--- config.mk ---
export PLATFORM = sky130hd
export DESIGN_NAME = fetch_stage_flat
export DESIGN_NICKNAME = d
export VERILOG_FILES = /design/src/rtl/fetch_if.sv /design/src/rtl/fetch_stage.sv /design/src/flat_wrapper.sv
export SDC_FILE = /design/constraint.sdc
export NUM_CORES = 1
export LEC_CHECK = 0
export BUFFER_PORTS_ARGS = -buffer_cell sky130_fd_sc_hd__buf_2
export CORE_MARGIN = 10
export CORE_UTILIZATION = 35
export CTS_CLUSTER_SIZE = 25
export DETAILED_ROUTE_END_ITERATION = 8
export PLACE_DENSITY = 0.6
export SKIP_CTS_REPAIR_TIMING = 1
export SLEW_MARGIN = 20
export SYNTH_ARGS = -nofsm -noshare
export SYNTH_HDL_FRONTEND = slang
export SYNTH_SLANG_ARGS = --single-unit
--- constraint.sdc ---
create_clock -name clk -period 2.2 [get_ports clk]
set_input_delay 0.33 -clock clk [delete_from_list [all_inputs] [get_ports clk]]
set_output_delay 0.33 -clock clk [all_outputs]
set_load 0.01 [all_outputs]
--- src/rtl/fetch_if.sv ---
// Interface bundling the fetch stage's control inputs, instruction-memory port
// and IF/ID pipeline-register outputs.
// master: the fetch stage itself. slave: the surrounding pipeline and memory.
interface fetch_if;
  // Hazard and redirect controls coming from later stages
  logic        stall;
  logic        br_taken;
  logic [15:0] br_target;

  // Instruction memory port
  logic [15:0] im_addr;
  logic        im_rd_en;
  logic [15:0] im_instr;

  // IF/ID pipeline register and halt status
  logic [15:0] ifid_instr;
  logic [15:0] ifid_pc_inc;
  logic        ifid_valid;
  logic        hlt;

  modport master (
    input  stall, br_taken, br_target, im_instr,
    output im_addr, im_rd_en, ifid_instr, ifid_pc_inc, ifid_valid, hlt
  );

  modport slave (
    output stall, br_taken, br_target, im_instr,
    input  im_addr, im_rd_en, ifid_instr, ifid_pc_inc, ifid_valid, hlt
  );
endinterface

--- src/rtl/fetch_stage.sv ---
// Instruction-fetch stage of the 16-bit WISC pipeline.
//
// The PC register drives the word-addressed instruction memory directly, so
// the memory sees a stable address for its clock-low read. The returned word
// is captured into IF/ID on the next posedge (fetch latency 1).
//
// Per-edge priority: rst > br_taken > stall > normal fetch.
// Fetching an HLT freezes the PC and stops memory reads. Bubbles are then
// injected for DRAIN_CYCLES cycles so the older instructions can retire, and
// the stage then halts. Only reset leaves the halted state. A branch taken
// during the drain means the HLT was in a branch shadow, so fetch resumes.
module fetch_stage #(
  parameter logic [15:0] RESET_PC     = 16'h0000,
  parameter logic [15:0] NOP_INSTR    = 16'h0000,
  parameter logic [3:0]  HLT_OPCODE   = 4'hF,
  // Must be at least 1.
  parameter int unsigned DRAIN_CYCLES = 4
) (
  input  logic     clk,
  input  logic     rst,
  fetch_if.master  bus
);

  localparam int unsigned CNT_W = (DRAIN_CYCLES > 1) ? $clog2(DRAIN_CYCLES) : 1;
  localparam logic [CNT_W-1:0] DRAIN_LAST = CNT_W'(DRAIN_CYCLES - 1);

  typedef enum logic [1:0] {
    ST_RUN       = 2'd0,
    ST_HALT_PEND = 2'd1,
    ST_HALTED    = 2'd2
  } state_t;

  state_t           state_q,       state_d;
  logic [15:0]      pc_q,          pc_d;
  logic [CNT_W-1:0] drain_cnt_q,   drain_cnt_d;
  logic [15:0]      ifid_instr_q,  ifid_instr_d;
  logic [15:0]      ifid_pc_inc_q, ifid_pc_inc_d;
  logic             ifid_valid_q,  ifid_valid_d;
  logic             hlt_q,         hlt_d;

  logic [15:0]      pc_inc;
  logic             is_hlt;

  assign pc_inc = pc_q + 16'd1;  // wraps FFFF -> 0000 by design
  assign is_hlt = (bus.im_instr[15:12] == HLT_OPCODE);

  // Next-state logic for the PC, IF/ID register, drain counter and FSM
  always_comb begin
    // NOTE: every signal written here gets a default first, so a path that
    // does not assign it holds the flop value instead of inferring a latch.
    state_d       = state_q;
    pc_d          = pc_q;
    drain_cnt_d   = drain_cnt_q;
    ifid_instr_d  = ifid_instr_q;
    ifid_pc_inc_d = ifid_pc_inc_q;
    ifid_valid_d  = ifid_valid_q;
    hlt_d         = hlt_q;

    unique case (state_q)
      ST_RUN: begin
        if (bus.br_taken) begin
          // Redirect wins over stall: squash the wrong-path word.
          pc_d          = bus.br_target;
          ifid_instr_d  = NOP_INSTR;
          ifid_pc_inc_d = 16'h0000;
          ifid_valid_d  = 1'b0;
        end else if (!bus.stall) begin
          ifid_instr_d  = bus.im_instr;
          ifid_pc_inc_d = pc_inc;
          ifid_valid_d  = 1'b1;
          if (is_hlt) begin
            // The HLT itself goes down the pipe. The PC stays on its address.
            state_d     = ST_HALT_PEND;
            drain_cnt_d = '0;
          end else begin
            pc_d        = pc_inc;
          end
        end
      end

      ST_HALT_PEND: begin
        if (bus.br_taken) begin
          // The HLT was fetched in a branch shadow, so fetch resumes at the target.
          state_d       = ST_RUN;
          drain_cnt_d   = '0;
          pc_d          = bus.br_target;
          ifid_instr_d  = NOP_INSTR;
          ifid_pc_inc_d = 16'h0000;
          ifid_valid_d  = 1'b0;
        end else if (!bus.stall) begin
          ifid_instr_d  = NOP_INSTR;
          ifid_pc_inc_d = 16'h0000;
          ifid_valid_d  = 1'b0;
          if (drain_cnt_q == DRAIN_LAST) begin
            state_d     = ST_HALTED;
            drain_cnt_d = '0;
          end else begin
            drain_cnt_d = drain_cnt_q + 1'b1;
          end
        end
      end

      ST_HALTED: begin
        // Everything is frozen. br_taken and stall have no effect here.
        hlt_d = 1'b1;
      end

      default: begin
        state_d = ST_RUN;
      end
    endcase
  end

  // State register. The reset is asynchronous, so it takes effect between edges too.
  always_ff @(posedge clk or posedge rst) begin
    if (rst) begin
      state_q       <= ST_RUN;
      pc_q          <= RESET_PC;
      drain_cnt_q   <= '0;
      ifid_instr_q  <= NOP_INSTR;
      ifid_pc_inc_q <= 16'h0000;
      ifid_valid_q  <= 1'b0;
      hlt_q         <= 1'b0;
    end else begin
      // NOTE: non-blocking assignments make all flops update together from
      // values sampled at the edge, independent of statement order.
      state_q       <= state_d;
      pc_q          <= pc_d;
      drain_cnt_q   <= drain_cnt_d;
      ifid_instr_q  <= ifid_instr_d;
      ifid_pc_inc_q <= ifid_pc_inc_d;
      ifid_valid_q  <= ifid_valid_d;
      hlt_q         <= hlt_d;
    end
  end

  // The memory address comes straight from the PC flop, with no path from the inputs.
  // The read enable drops while reset is held.
  assign bus.im_addr     = pc_q;
  assign bus.im_rd_en    = (state_q == ST_RUN) && !rst;
  assign bus.ifid_instr  = ifid_instr_q;
  assign bus.ifid_pc_inc = ifid_pc_inc_q;
  assign bus.ifid_valid  = ifid_valid_q;
  assign bus.hlt         = hlt_q;

endmodule

--- src/flat_wrapper.sv ---
// flat-port wrapper written by rule: the top's interface ports become plain ports
module fetch_stage_flat 
#(
  parameter logic [15:0] RESET_PC     = 16'h0000,
  parameter logic [15:0] NOP_INSTR    = 16'h0000,
  parameter logic [3:0]  HLT_OPCODE   = 4'hF,
                        
  parameter int unsigned DRAIN_CYCLES = 4
)
  (clk, rst, bus_stall, bus_br_taken, bus_br_target, bus_im_instr, bus_im_addr, bus_im_rd_en, bus_ifid_instr, bus_ifid_pc_inc, bus_ifid_valid, bus_hlt);
  fetch_if bus_i ();
  input  logic clk;
  input  logic rst;
  input wire logic [$bits(bus_i.stall)-1:0] bus_stall;
  input wire logic [$bits(bus_i.br_taken)-1:0] bus_br_taken;
  input wire logic [$bits(bus_i.br_target)-1:0] bus_br_target;
  input wire logic [$bits(bus_i.im_instr)-1:0] bus_im_instr;
  output wire logic [$bits(bus_i.im_addr)-1:0] bus_im_addr;
  output wire logic [$bits(bus_i.im_rd_en)-1:0] bus_im_rd_en;
  output wire logic [$bits(bus_i.ifid_instr)-1:0] bus_ifid_instr;
  output wire logic [$bits(bus_i.ifid_pc_inc)-1:0] bus_ifid_pc_inc;
  output wire logic [$bits(bus_i.ifid_valid)-1:0] bus_ifid_valid;
  output wire logic [$bits(bus_i.hlt)-1:0] bus_hlt;
  assign bus_i.stall = bus_stall;
  assign bus_i.br_taken = bus_br_taken;
  assign bus_i.br_target = bus_br_target;
  assign bus_i.im_instr = bus_im_instr;
  assign bus_im_addr = bus_i.im_addr;
  assign bus_im_rd_en = bus_i.im_rd_en;
  assign bus_ifid_instr = bus_i.ifid_instr;
  assign bus_ifid_pc_inc = bus_i.ifid_pc_inc;
  assign bus_ifid_valid = bus_i.ifid_valid;
  assign bus_hlt = bus_i.hlt;
  fetch_stage #(.RESET_PC(RESET_PC), .NOP_INSTR(NOP_INSTR), .HLT_OPCODE(HLT_OPCODE), .DRAIN_CYCLES(DRAIN_CYCLES)) u_core (.clk(clk), .rst(rst), .bus(bus_i));
endmodule
# Word-level counts from Yosys, hierarchy flattened

Cells that the tools add are included.
Widths: inputs -> output; s select.

Eq/ne operators: 12
Add/subtract/negate cells: 2
Bitwise gates (word level): 1
Mux-type cells: 32
Reduce and logical (&&, ||, !) cells: 8

Operator list:

| cell                  | number |
|---|---|
| $mux 16               | 10 |
| $pmux 16 s2           | 3 |
| $mux 2                | 12 |
| $add 16x1->16 const B | 1 |
| $ne 3x3->1 const B    | 3 |
| $ne 2x2->1 const B    | 3 |
| $pmux 2 s3            | 1 |
| $reduce_and 6->1      | 1 |
| $reduce_and 5->1      | 1 |
| $eq 2x2->1 const B    | 2 |
| $eq 4x4->1 const B    | 1 |
| $mux 1                | 4 |
| $pmux 2 s2            | 1 |
| $reduce_and 4->1      | 1 |
| $ne 3x2->1 const B    | 1 |
| $reduce_and 3->1      | 1 |
| $add 2x1->2 const B   | 1 |
| $eq 2x1->1 const B    | 1 |
| $logic_not 2->1       | 1 |
| $ne 2x1->1 const B    | 1 |
| $pmux 1 s2            | 1 |
| $reduce_bool 2->1     | 1 |
| $logic_and 1x1->1     | 1 |
| $logic_not 1->1       | 1 |
| $not 1->1             | 1 |

Register bits: 54
Output and inout bits: 51
Bits of input ports: 36

# Longest topological paths before layout

Gate-level depths: netlist of run 1.

Depth after elaboration: 5
Gate-level depth with buffers: 7
Mapped depth without buffers: 5

# Least setup slack after synthesis of run 1

Ideal clock, no wire load.

Kind: register -> register
Start point: register u_core.pc_q[0], in the netlist u_core.bus.im_addr[0]
End point: register u_core.ifid_pc_inc_q[14], in the netlist u_core.bus.ifid_pc_inc[14]
Period minus slack after synthesis: 1892 ps
Data arrival time: 1772 ps
Cell stages (with the launch flop): 6
Slack: 308 ps
Path buffers: 0
Cell sequence: dfrtp_1 > ha_1 > nand4_2 > or4_4 > xnor2_1 > a22o_1

Longest elaborated chain between the ends: 4

Ends and longest elaborated chain:

| item                   | RTL line           | source |
|---|---|---|
| start, declared        | fetch_stage.sv:34  | `logic [15:0] pc_q, pc_d;` |
| start signal, assigned | fetch_stage.sv:128 | `pc_q <= pc_d;` |
| $add 16x1->16          | fetch_stage.sv:44  | `assign pc_inc = pc_q + 16'd1;` |
| $mux 16                | fetch_stage.sv:67  | `end else if (!bus.stall) begin` |
| $mux 16                | fetch_stage.sv:61  | `if (bus.br_taken) begin` |
| $pmux 16 s2            | fetch_stage.sv:59  | `unique case (state_q)` |
| end signal, assigned   | fetch_stage.sv:131 | `ifid_pc_inc_q <= ifid_pc_inc_d;` |
| end, declared          | fetch_stage.sv:37  | `logic [15:0] ifid_pc_inc_q, ifid_pc_inc_d;` |

Every way passes these cells. The select of a mux whose other input is x is not followed.
A chain may end at the register's enable or synchronous reset.

# Worst setup path in the final report of run 1

Start point: register u_core.pc_q[0], in the netlist u_core.bus.im_addr[0]
End point: register u_core.pc_q[14], in the netlist u_core.bus.im_addr[14]

Longest elaborated chain between the ends: 5

Ends and longest elaborated chain:

| item          | RTL line          | source |
|---|---|---|
| $add 16x1->16 | fetch_stage.sv:44 |  |
| $mux 16       | fetch_stage.sv:71 | `if (is_hlt) begin` |
| $mux 16       | fetch_stage.sv:67 |  |
| $mux 16       | fetch_stage.sv:61 |  |
| $pmux 16 s2   | fetch_stage.sv:59 |  |

Every way passes these cells. The select of a mux whose other input is x is not followed.

==> results of run 1 <==
[cell type report]
| cell class | instances | area (µm²) |
|---|---|---|
| clock buffers | 6 | 82.6 |
| fillers | 755 | 4310 |
| inverters | 6 | 22.5 |
| multi-input cells | 172 | 1240 |
| flip-flops and latches | 54 | 1350 |
| well taps | 102 | 128 |
| repair buffers | 97 | 513 |
[kinds of logic (layout without fill, tap and decap cells)]
family	after synthesis	in the layout
fa+ha+maj	2	2
flops	54	54
xor+xnor	14	14
compound gates	87	87
buf+inv	28	109
mux	3	3
simple gates	66	66
[power by group]
| part | internal [mW] | switching, mW |
|---|---|---|
| sequential | 1.21 | 0.250 |
| combinational | 0.449 | 0.470 |
| clock | 0.244 | 0.306 |
| total | 1.90 | 1.03 |
[worst paths after layout]
path / endpoint / depth (start not counted)
worst min register to register: u_core.bus.hlt$_DFFE_PP0N_ / 1
worst min-delay path: u_core.state_q[1]$_DFFE_PP0P_ / 3
worst max-delay path: u_core.bus.im_addr[14]$_DFFE_PP0P_ / 5
max in group asynchronous: u_core.bus.im_addr[4]$_DFFE_PP0P_ / 3
worst max register to register: u_core.bus.im_addr[14]$_DFFE_PP0P_ / 5
min in group clk: u_core.bus.ifid_instr[1]$_DFFE_PP0P_ / 2
[per-layer routing]
metal / GRT usage (%) / share of wire [%] / wire (µm)
met5: 0 / 0 / 0
met4: 3.44 / 0.63 / 51
met3: 3.39 / 7.5 / 600
met2: 21.1 / 45 / 3650
met1: 18.4 / 46 / 3740
[worst max-delay path, delay by kind of cell, from the launching register on]
kind            cells  cell delay, ns
simple gates        2            0.78
flops               1            0.46
fa+ha+maj           1            0.32
compound gates      2            0.39
[per-stage QoR]
| step | hold WS [ns] | setup slack [ns] | utilization (%) | std cells | cell area (µm²) |
|---|---|---|---|---|---|
| floorplan | 0.463 | 0.308 | - | 254 | 2710 |
| global placement | 0.450 | 0.294 | 42.5 | 431 | 3250 |
| detailed placement | 0.451 | 0.220 | 42.5 | 431 | 3250 |
| CTS | 0.229 | 0.205 | 43.6 | 437 | 3330 |
| global route | 0.240 | 0.0553 | 43.6 | 437 | 3330 |
| finish | 0.220 | 0.200 | 43.6 | 437 | 3330 |
[Yosys cell counts (3+ instances only)]
cell type  count
nand2_1       13
a21oi_1        5
o21ai_0        8
dfrtp_1       54
nand2b_1       3
nor4_1         3
a211oi_1      12
nand4_1        7
o22ai_1        8
inv_1          5
buf_2         11
nand3_1       15
o31ai_1        4
a22o_1        27
a2bb2oi_1     10
nor2_1         3
clkbuf_1       8
xnor2_1       12
a31oi_1        3
nor3_1         5
[cells in the final DEF (no fill, tap or decap), types with 2 or more instances in the layout]
cell and n:
nor4_1 3, dfrtp_1 54, nand2b_1 3, a2bb2oi_1 10, nor2_1 3, xnor2_1 12
or2_2 2, o31ai_1 4, buf_2 86, ha_1 2, xor2_1 2, and4_2 2
a22o_1 27, clkbuf_8 6, a211oi_1 12, o21ai_0 8, or4_4 2, nand4_1 7
and4_1 2, nand3_1 15, a21oi_1 5, nand4_2 2, inv_1 4, o22ai_1 8
a21o_1 2, a211oi_2 2, o22a_1 2, and2_1 2, nand2_1 13, nor3_1 5
mux2i_1 2, a31oi_1 3, nor2_2 2, buf_4 11
[flip-flops by register name, indices dropped and copies added, names as in the netlist]
| register | flops |
|---|---|
| u_core.bus.ifid_valid | 1 |
| u_core.drain_cnt_q | 2 |
| u_core.state_q | 2 |
| u_core.bus.ifid_instr | 16 |
| u_core.bus.ifid_pc_inc | 16 |
| u_core.bus.hlt | 1 |
| u_core.bus.im_addr | 16 |
==> metrics.txt, run 1 <==
status=finished clean; flop-to-flop setup slack=0.20 ns; register bit count reported by yosys=54; RSZ-0062 raised after global routing=false; GR Overflow Total=0; largest family of logic cells by synthesized area=compound AO/OA/AOI/OAI gates; Hold Path Class=primary input to asynchronous set/reset pin; Post-Synth Simple-Gate Area=14.2%; initial DRC count=141; # Max-Cap Violations=0; ant diodes=0; Slowest-stage cell, CP=or4_4; area delta synth->final=22.9%; total track usage=13.5%; max-slew violation count=0; worst r2r src=u_core.bus.im_addr[0]$_DFFE_PP0P_; mux contribution to synthesized area=1.15%; via count=2395; RePlAce Congestion=0.811; hpwl dp=5.74 mm; CP max stage delay=0.59 ns; drt wl/cell=18.4 µm; Final ANT Viol Nets=0; origin of the worst setup path=u_core.bus.im_addr[0]$_DFFE_PP0P_; Post-Syn Nets=292; CTS Buf Count=5; worst path cell trace=ha_1, nand4_2, or4_4, a211oi_2, o22a_2; Synth Area in Adders=0.923%; synthesized instance count=254; initial antenna violation count=0; number of global-route vias before repair=2363; Crit Path Max Fanout=7; Starting Density=35.5%; cell taking the most area after synthesis=dfrtp_1; FFs w/ async S/R, synth=100%; Synth Flop Type=dfrtp_1; Seq/Total Area, Yosys=49.8%; Total Routed Length=8.05 mm; Max IR drop VDD=0.000290 V; drt first pass iters=4; min Tclk post-route=2.00 ns; TritonCTS clock tree=done; Clock Pin Slew Worst Setup and Hold Paths=0.09 ns; first-pass GRT wire length=12.8 mm; critical path class=flop to flop; Area contributors post-synth=dfrtp_1 (50%), a22o_1 (8.7%), xnor2_1 (3.9%), a211oi_1 (3.3%), a2bb2oi_1 (3.2%); synth unique cells=45; post-synthesis xor/xnor area fraction=4.52%; Yosys top cell area share=49.8%; EDFF count, synth=0; H-tree level count=2; CP Data Arrival Time=2.25 ns; DRC errors left=0; compound-gate portion of the synthesized area=24.8%; fmax=500 MHz; P_leak=1.55 nW; CP required=2.45 ns; clk sinks=54; final-report hold violation count=0; Worst Max-Slew Pin Slew=0.864 ns; core area=0.00765 mm²; Bufs on Longest Clock Path=2; DR vias/cell=5.48; critical path capture point type=flop; die height=108 µm; die area=0.0117 mm²; Rows=32; crit start category=flop; Max-slew headroom=42.2%; share of layout cells above drive strength 1=35.8%; Mapped Area=0.00271 mm²; Setup Skew=0.00769 ns; power per cell area=878 mW/mm²; average cell area after synthesis=10.7 µm²; fin crit share=90.9%; clock root buffer=clkbuf_8; I/O pin count=87; Power Total=2.93 mW; Clock Latency Late Sink=0.30 ns; setup_tns=0 ns; pin count of the biggest net entering global routing=55; Chip Width=108 µm; Yosys warnings=0; # setup viols final=0; Port-buffer cells=86; nets@finish=374
No activity file was read; power rests on OpenSTA's default activity.
==> run 2: changes to the inputs <==
==> constraint.sdc (replaced) <==
create_clock -name clk -period 2.55 [get_ports clk]
set_input_delay 0.3825 -clock clk [delete_from_list [all_inputs] [get_ports clk]]
set_output_delay 0.3825 -clock clk [all_outputs]
set_load 0.01 [all_outputs]
==> metrics.txt, run 2 (same netlist as run 1, synthesis figures left out) <==
status=finished clean; crit start category=flop; setup_tns=0 ns; RSZ-0062 raised after global routing=false; Buf/Inv on CP=0; clk sinks=54; fin crit share=79.0%; Net Sw Frac=36.0%; worst r2r src=u_core.bus.im_addr[0]$_DFFE_PP0P_; Clock power frac=18.7%; Slowest-stage cell, CP=or4_4; DR vias/cell=5.47; DRC errors left=0; Chip Width=108 µm; # setup viols final=0; area delta synth->final=23.0%; Seq pwr share=50.6%; CP Data Arrival Time=2.26 ns; flop-to-flop setup slack=0.54 ns; R2R cell count=5; Hold Path Class=primary input to asynchronous set/reset pin; final-report hold violation count=0; area taken by flip-flops and latches=0.00135 mm²; fin cells=437; global routing usage on met3=3.39%; fmax=497 MHz; drt wl/cell=18.4 µm; worst path cell trace=ha_1, nand4_2, or4_4, a211oi_2, o22a_2; Switching Power=0.906 mW; Comb pwr share=30.7%; CP top delay family=simple AND/OR/NAND/NOR gates; die height=108 µm; Clock Latency Late Sink=0.30 ns; H-tree level count=2; critical path capture point type=flop; GRT busiest layer=met2; first-pass GRT wire length=12.9 mm; pin count of the biggest net entering global routing=38; most common cell after layout, fill and taps aside=buf_2; FILL cells=787; ant diodes=0; # Max-Cap Violations=0; Worst Max-Slew Pin Slew=0.858 ns; Max IR drop VDD=0.000331 V; critical path class=flop to flop; min Tclk post-route=2.01 ns; P_leak=1.54 nW; RR Endpoint=u_core.bus.im_addr[14]$_DFFE_PP0P_; Rows=32; Total Routed Length=8.04 mm; drt first pass iters=4; area occupied by multi-input gates=0.00124 mm²; initial DRC count=141; GR Overflow Total=0; TritonCTS clock tree=done; max-slew violation count=0; Final ANT Viol Nets=0; Starting Density=35.5%; nets@finish=373; Bufs on Longest Clock Path=2; Final WS setup=0.536 ns; Port-buffer cells=86; cell internal pwr=1.61 mW; Setup Skew=0.00525 ns; M1 GR Usage=19.8%; placed insts=430; Crit Path Max Fanout=7; fin area=0.00334 mm²; die area=0.0117 mm²; Clock Pin Slew Worst Setup and Hold Paths=0.10 ns; worst slack, placed=0.566 ns; share of layout cells above drive strength 1=35.5%; Max-slew headroom=42.6%; met2 usage=19.9%; clock root buffer=clkbuf_8; power per cell area=756 mW/mm²; hpwl dp=5.94 mm; core area=0.00765 mm²; CTS Buf Count=5; CP max stage delay=0.59 ns; RePlAce Congestion=0.828; Power Total=2.52 mW; via count=2389; number of global-route vias before repair=2356; initial antenna violation count=0; most frequent cells in the layout=buf_2 (86), dfrtp_1 (54), a22o_1 (27); Post-DP Area=0.00326 mm²; I/O pin count=87; CP required=2.80 ns; total track usage=13.6%
## run 2: cell types whose count changed in the layout (fill, tap and decap cells not counted), sizes merged
cell      delta
clkinvlp     +1
buf          -1
## run 2: metal layers
layer	part of all wire, %	wire length (µm)	vias to the layer above
li1	-	-	1128
met1	48	3860	1181
met2	45	3580	76
met3	6.7	539	4
met4	0.68	55	0
met5	0	0	-
## run 2: layout make-up
type,count,area share (%)
Inverter,6,0.675
Tap cell,102,3.83
Clock buffer,6,2.18
Sequential cell,54,40.5
Clock inverter,1,0.225
Multi-Input combinational cell,172,37.1
Timing Repair Buffer,96,15.5
## run 2: how the worst max path moves through the flow
stage	from	end	slack, ns	cells after the start
after global routing	u_core.bus.im_addr[0]$_DFFE_PP0P_	u_core.bus.ifid_pc_inc[14]$_DFFE_PP0P_	0.41	5
final	u_core.bus.im_addr[0]$_DFFE_PP0P_	u_core.bus.im_addr[14]$_DFFE_PP0P_	0.54	5
after floorplan	u_core.bus.im_addr[0]$_DFFE_PP0P_	u_core.bus.ifid_pc_inc[14]$_DFFE_PP0P_	0.66	5
after detailed placement	u_core.bus.im_addr[0]$_DFFE_PP0P_	u_core.bus.ifid_pc_inc[14]$_DFFE_PP0P_	0.57	5
after global placement	u_core.bus.im_addr[0]$_DFFE_PP0P_	u_core.bus.ifid_pc_inc[14]$_DFFE_PP0P_	0.64	5
after CTS	u_core.bus.im_addr[0]$_DFFE_PP0P_	u_core.bus.im_addr[14]$_DFFE_PP0P_	0.54	5
## run 2: per-stage QoR
step                      utilization, %  hold WS, ns
final                               43.6        0.153
after CTS                           43.6        0.167
after detailed placement            42.6        0.458
after global routing                43.6        0.200
after floorplan                        -        0.504
after global placement              42.6        0.449
## run 2: power groups by stage
stage / registers (mW) / logic, mW / clock network [mW]
final: 1.27 / 0.774 / 0.472
after global routing: 1.31 / 0.858 / 0.518
after CTS: 1.27 / 0.794 / 0.489
after detailed placement: 1.29 / 0.791 / 0
after global placement: 1.28 / 0.787 / 0
after floorplan: 1.30 / 0.422 / 0
==> run 3: changes to the inputs <==
--- a/config.mk
+++ b/config.mk
@@ -10,7 +10,7 @@
 export CORE_UTILIZATION = 35
 export CTS_CLUSTER_SIZE = 25
 export DETAILED_ROUTE_END_ITERATION = 8
-export PLACE_DENSITY = 0.6
+export PLACE_DENSITY = 0.62
 export SKIP_CTS_REPAIR_TIMING = 1
 export SLEW_MARGIN = 20
 export SYNTH_ARGS = -nofsm -noshare
==> constraint.sdc (replaced) <==
create_clock -name clk -period 1.76 [get_ports clk]
set_input_delay 0.264 -clock clk [delete_from_list [all_inputs] [get_ports clk]]
set_output_delay 0.264 -clock clk [all_outputs]
set_load 0.01 [all_outputs]
==> metrics.txt, run 3 (same netlist as run 1, synthesis figures left out) <==
status=finished clean; Worst Max-Slew Pin Slew=0.534 ns; GR Overflow Total=0; power per cell area=1090 mW/mm²; most common cell after layout, fill and taps aside=buf_2; RePlAce Congestion=0.878; Final WS setup=0.0668 ns; Total Routed Length=8.24 mm; final-report hold violation count=0; H-tree level count=2; crit start category=flop; # setup viols final=0; core area=0.00765 mm²; critical path class=flop to flop; Clock Latency Late Sink=0.31 ns; nets@finish=392; Max-slew headroom=64.3%; CTS Buf Count=5; Chip Width=108 µm; total track usage=13.9%; worst hold slack=0.175 ns; die height=108 µm; first-pass GRT wire length=13.0 mm; drt first pass iters=5; Clock Pin Slew Worst Setup and Hold Paths=0.10 ns; Final ANT Viol Nets=0; FILL cells=759; clk sinks=54; Port-buffer cells=86; initial antenna violation count=0; via count=2442; pin count of the biggest net entering global routing=36; Setup Skew=0.0108 ns; setup_tns=0 ns; area delta synth->final=30.9%; hpwl dp=6.23 mm; DR vias/cell=5.34; P_leak=1.65 nW; ant diodes=0; fmax=591 MHz; Post-Route Utilization=46.4%; DRC errors left=0; TritonCTS clock tree=done; worst slack, placed=0.0411 ns; Rows=32; drt wl/cell=18.0 µm; clock root buffer=clkbuf_8; CP Data Arrival Time=1.95 ns; Bufs on Longest Clock Path=2; share of layout cells above drive strength 1=40.8%; min Tclk post-route=1.69 ns; Hold Path Class=primary input to flop; placed insts=448; most frequent cells in the layout=buf_2 (86), dfrtp_1 (52), a22o_1 (27); CP required=2.01 ns; fin cells=457; max-slew violation count=0; initial DRC count=133; Starting Density=35.5%; fin crit share=96.2%; number of global-route vias before repair=2468; Crit Path Max Fanout=5; critical path capture point type=flop; die area=0.0117 mm²; I/O pin count=87; # Max-Cap Violations=0; Max IR drop VDD=0.000401 V
-- run 3: worst paths after layout --
kind	from	end	slack (ns)	cells after the start
max reg2reg	u_core.bus.im_addr[1]$_DFFE_PP0P_	u_core.bus.im_addr[12]$_DFFE_PP0P_	0.07	5
max in group asynchronous	rst	u_core.bus.ifid_instr[4]$_DFFE_PP0P_	0.69	4
min in group asynchronous	rst	u_core.bus.ifid_pc_inc[1]$_DFFE_PP0P_	0.51	3
max	u_core.bus.im_addr[1]$_DFFE_PP0P_	u_core.bus.im_addr[12]$_DFFE_PP0P_	0.07	5
min	bus_im_instr[6]	u_core.bus.ifid_instr[6]$_DFFE_PP0P_	0.17	2
min reg2reg	u_core.bus.ifid_pc_inc[0]$_DFFE_PP0P_	u_core.bus.ifid_pc_inc[0]$_DFFE_PP0P_	0.48	2
-- run 3: per-layer routing --
layer | routed length, µm | GRT usage (%) | up-vias
li1 | - | - | 1169
met1 | 3710 | 18.7 | 1190
met2 | 3870 | 22.0 | 79
met3 | 592 | 3.15 | 4
met4 | 60 | 3.63 | 0
met5 | 0 | 0 | -
-- run 3: worst max-delay path, stage by stage, from the launching register on --
cell      delay (ns)
dfrtp_2         0.42
ha_4            0.15
nand4_2         0.15
or3_2           0.54
a211oi_2        0.23
o22a_1          0.15
-- run 3: report_power, final --
part | switching [mW] | internal, mW
logic | 0.709 | 0.689
registers | 0.227 | 1.52
clock network | 0.397 | 0.319
-- run 3: cell type report --
type,count,area (µm²),area share (%)
clock buffers,7,86.3,2.43
clock inverters,1,5.00,0.141
inverters,6,22.5,0.634
multi-input cells,172,1270,35.7
flip-flops and latches,54,1350,38.1
well taps,102,128,3.60
repair buffers,115,688,19.4
-- run 3: metrics by stage --
stage          power, mW  instance area, µm²
5_1_grt             4.13                3550
2_1_floorplan       2.52                2730
4_1_cts             3.92                3520
3_5_place_dp        3.19                3430
6_report            3.86                3550
3_3_place_gp        3.17                3430
